**config.mk**
```make
export PLATFORM = sky130hd
export DESIGN_NAME = bcd_converter_seq
export DESIGN_NICKNAME = d
export VERILOG_FILES = /design/src/rtl/bcd_converter_seq.sv
export SDC_FILE = /design/constraint.sdc
export NUM_CORES = 1
export LEC_CHECK = 0
export CAP_MARGIN = 30
export CORE_UTILIZATION = 58
export CTS_BUF_LIST = sky130_fd_sc_hd__clkbuf_4
export CTS_CLUSTER_SIZE = 16
export DETAILED_ROUTE_END_ITERATION = 10
export PLACE_DENSITY_LB_ADDON = 0.08
export SLEW_MARGIN = 10
export SYNTH_ARGS = -nofsm -noshare
export SYNTH_HDL_FRONTEND = slang
export SYNTH_SLANG_ARGS = --single-unit
```
**constraint.sdc**
```tcl
create_clock -name clk -period 2.2 [get_ports clk]
set_clock_uncertainty 0.05 [all_clocks]
set_input_delay 0.44 -clock clk [delete_from_list [all_inputs] [get_ports clk]]
set_output_delay 0.44 -clock clk [all_outputs]
set_load 0.1 [all_outputs]
```
**src/rtl/bcd_converter_seq.sv**
```systemverilog
// Sequential binary-to-BCD converter (shift-and-add-3), one bit per clock.
// Optional two's-complement input and overflow reporting with a raw fallback result.
module bcd_converter_seq #(
  parameter int BIN_WIDTH   = 16,
  parameter int DIGITS      = 5,
  parameter int SIGNED_MODE = 0
) (
  input  logic                  clk,
  input  logic                  rst_n,
  input  logic                  start,
  input  logic [BIN_WIDTH-1:0]  binaryCode,
  output logic                  busy,
  output logic                  done,
  output logic [4*DIGITS-1:0]   BCDcode,
  output logic                  negative,
  output logic                  overflow
);
  localparam int BW = 4 * DIGITS;
  localparam int CW = $clog2(BIN_WIDTH + 1);

  typedef enum logic [1:0] {IDLE, SHIFT, DONE} state_t;
  state_t state, state_nxt;

  logic [BIN_WIDTH-1:0] sr;
  logic [BIN_WIDTH-1:0] in_mag;
  logic [BW-1:0]        dig, dig_adj, dig_nxt;
  logic [BW-1:0]        raw, in_raw;
  logic [CW-1:0]        cnt;
  logic                 ovf_trk, sign, in_neg;
  logic                 accept, last, shout, ovf_final;

  assign in_neg = (SIGNED_MODE != 0) && binaryCode[BIN_WIDTH-1];
  // Negating the most negative value wraps to 2^(BIN_WIDTH-1), which is the correct magnitude.
  assign in_mag = in_neg ? (~binaryCode + BIN_WIDTH'(1)) : binaryCode;

  generate
    if (BW <= BIN_WIDTH) begin : g_trunc
      assign in_raw = in_mag[BW-1:0];
    end else begin : g_ext
      assign in_raw = {{(BW-BIN_WIDTH){1'b0}}, in_mag};
    end
  endgenerate

  always_comb begin
    dig_adj = '0;
    for (int i = 0; i < DIGITS; i++)
      dig_adj[4*i +: 4] = (dig[4*i +: 4] >= 4'd5) ? dig[4*i +: 4] + 4'd3 : dig[4*i +: 4];
  end

  // Digits and magnitude shift as a single chain; the bit leaving the top digit signals overflow.
  assign {shout, dig_nxt} = {dig_adj, sr[BIN_WIDTH-1]};
  assign last      = (cnt == CW'(1));
  assign ovf_final = ovf_trk | shout;

  always_comb begin
    state_nxt = state;
    accept    = 1'b0;
    case (state)
      IDLE:  if (start) begin accept = 1'b1; state_nxt = SHIFT; end
      SHIFT: if (last) state_nxt = DONE;
      DONE:  begin
        if (start) begin accept = 1'b1; state_nxt = SHIFT; end
        else state_nxt = IDLE;
      end
      default: state_nxt = IDLE;
    endcase
  end

  assign busy = (state == SHIFT);
  assign done = (state == DONE);

  always_ff @(posedge clk or negedge rst_n) begin
    if (!rst_n) begin
      state    <= IDLE;
      sr       <= '0;
      dig      <= '0;
      raw      <= '0;
      cnt      <= '0;
      ovf_trk  <= 1'b0;
      sign     <= 1'b0;
      BCDcode  <= '0;
      negative <= 1'b0;
      overflow <= 1'b0;
    end else begin
      state <= state_nxt;
      if (accept) begin
        sr      <= in_mag;
        raw     <= in_raw;
        sign    <= in_neg;
        dig     <= '0;
        ovf_trk <= 1'b0;
        cnt     <= CW'(BIN_WIDTH);
      end else if (state == SHIFT) begin
        sr      <= sr << 1;
        dig     <= dig_nxt;
        ovf_trk <= ovf_final;
        cnt     <= cnt - CW'(1);
        if (last) begin
          BCDcode  <= ovf_final ? raw : dig_nxt;
          negative <= sign;
          overflow <= ovf_final;
        end
      end
    end
  end
endmodule

```
==> run metrics <==
1st-iter DRT viols=161; Buffers on Ports=41; final antenna-violating net count=0; placed wire-length estimate=5332 um; outcome=finished, final reports clean; crit start category=flop; Final GP Congestion=0.7667; most frequent cell after synthesis=nand2_1; Post-Syn Instances=385; crit share post-route=94.04%; worst-skew pair later-pin latency=0.42 ns; MaxCap Viol Count=0; top-area cell type share of the netlist area=54.02%; Max Transition Viols Final=0; headroom to the max-slew limit=47.98%; YS warnings=0; Sink Count=81; Starting Density=61.56%; slew at the pin closest to its max-slew limit=0.7795 ns; worst setup path class=reg2reg; ys flop type=dfrtp_1; num ports=43; slowest CP cell=dfrtp_1; CP Capture Type=flop; largest net degree at the start of global routing=44; Max clock buf depth=2; Final min period=2.069 ns; worst reg-to-reg setup slack=0.13 ns; synthesized flop and latch total=81; syn_area_per_cell=9.746 sq um; Critical Path RT=2.52 ns; Synth area leader=dfrtp_1; DRC Markers=0; fraction of registers with async set/reset=100.0%; Worst Path Max Fanout=16; # diodes=0; Vias=2,825; die area=6796 sq um; sequential area share after synthesis=54.02%; global-route wire length before repair=12,650 um; ratio of cells with drive above 1 in the final layout=14.09%; Fillers=502; Clock transition at path regs=0.12 ns; hold violation count in the final report=0; Nets=459; Arrival @ worst endpoint=2.39 ns; global-route usage over all layers=25.57%; multi-input logic area=1570 sq um; final setup fails=0; TritonRoute pass-1 iters=4; Core ar.=6096 sq um; CP peak stage delay=0.42 ns; TNS Setup=0 ns; routed len/inst=14.92 um; critical path cell sequence=inv_1 -> ha_1 -> nand2b_1 -> nor3b_2 -> a211o_1 -> buf_4 -> or3_1 -> nand3_1; initial antenna violation count=0; Post-Syn Area=3752 sq um; Cell Count, Final, Fillers Out=508; Rows=28; P&R area growth vs syn=17.61%; global route overflow=0; Area contributors post-synth=dfrtp_1, nand2_1, ha_1; Via density=5.561; final WL=7577 um; post-CTS setup buffers=0; CTS H-Tree Depth=3; unrepaired setup endpoints after global routing=false; register area=2027 sq um; Synthesized Nets=416; cell count after placement=491; Post-synth top cells=nand2_1, dfrtp_1, nand3_1, o21ai_0, a21oi_1; Post-synth EDFFs=0; min-delay worst type=reg2reg; post-synth cell types=34; root buffer cell=clkbuf_4; vias in the first global route=2,617; Fmax achieved=483.4 MHz; CTS Buf Count=9; TritonCTS clock tree=yes; die height=82.44 um; chip width=82.44 um
[metrics by stage]
step	setup WS [ns]	utilization, %	cell area [sq um]	hold WS, ns
floorplan	0.3434	-	3756	0.09441
global placement	0.1120	69.34	4227	0.4041
detailed placement	0.03364	69.34	4227	0.4119
CTS	0.1303	72.39	4413	0.4401
global route	0.04464	72.39	4413	0.4599
finish	0.1311	72.39	4413	0.4365
[flip-flops by register name (all words and copies together) (netlist names)]
signal and flops:
sr 16, dig 20, state 2, raw 16, overflow 1, cnt 5, BCDcode 20, ovf_trk 1
[worst max-delay path, delay by kind of cell (launching register included)]
family                     cells  cell delay (ns)
DFF                            1             0.42
AOI/OAI and AO/OA              1             0.29
and+or+nand+nor                4             0.77
adders and majority gates      1             0.17
buffers and inverters          2             0.31
[final timing paths]
| path | from | endpoint | cells after the start |
|---|---|---|---|
| max in group asynchronous | rst_n | raw[7] | 3 |
| max reg2reg | dig[17] | BCDcode[12] | 8 |
| min reg2reg | raw[15] | raw[15] | 2 |
| min | raw[15] | raw[15] | 2 |
| max | dig[17] | BCDcode[12] | 8 |
| min in group asynchronous | rst_n | raw[0] | 2 |
[cell families (layout without fill, tap and decap cells)]
kind of cell | count (synthesis) | in the layout | synth area share, %
other cells | 1 | 1 | 0.09994
flops | 81 | 81 | 54.02
buf+inv | 35 | 83 | 4.268
fa+ha+maj | 12 | 12 | 4.001
mux | 14 | 14 | 3.768
compound gates | 71 | 71 | 12.97
xor+xnor | 6 | 6 | 1.400
simple gates | 165 | 165 | 19.47
[placed cells by master, fill, tap and decap left out]
cell type,count
conb_1,1
nand2_1,117
o21ai_0,21
or3_1,3
xnor2_1,6
bufinv_16,3
buf_4,31
nor2b_1,1
o21ai_1,9
clkinvlp_4,1
o311ai_2,4
nor3_1,1
o31ai_2,3
clkinv_1,4
or4_1,1
nand2b_1,8
ha_1,12
clkdlybuf4s50_1,17
a211o_1,1
a22o_1,11
nand3_1,21
nor3b_2,1
inv_1,12
o21ai_2,1
dfrtp_1,81
nor2b_2,1
inv_2,1
mux2i_1,13
mux2_2,1
a21oi_1,15
clkbuf_4,9
dlygate4sd3_1,1
nor4b_1,1
nor2_2,1
nor3b_1,9
a22oi_1,6
buf_12,4
[routing by layer]
layer,track usage (%),vias to the layer above,part of all wire (%)
met5,0,-,0
li1,-,1385,-
met3,6.044,7,6.7
met2,38.68,95,44
met1,36.55,1338,48
met4,7.719,0,0.82
[timing repair]
action | CTS | global route
setup endpoints to repair | 0 | 0
gates resized for setup | 0 | 0
endpoints found under the hold margin | 41 | 0
hold buffers | 1 | 0
[final cells by class]
class / count / share of cell area (%)
Multi-Input combinational cell: 269 / 35.58
Clock buffer: 9 / 1.531
Tap cell: 75 / 2.126
Inverter: 14 / 1.191
Clock inverter: 7 / 2.467
Sequential cell: 81 / 45.93
Timing Repair Buffer: 53 / 11.17
Power is not shown: default switching activity piles up to over one toggle a cycle in this logic, so the estimate is an artifact.
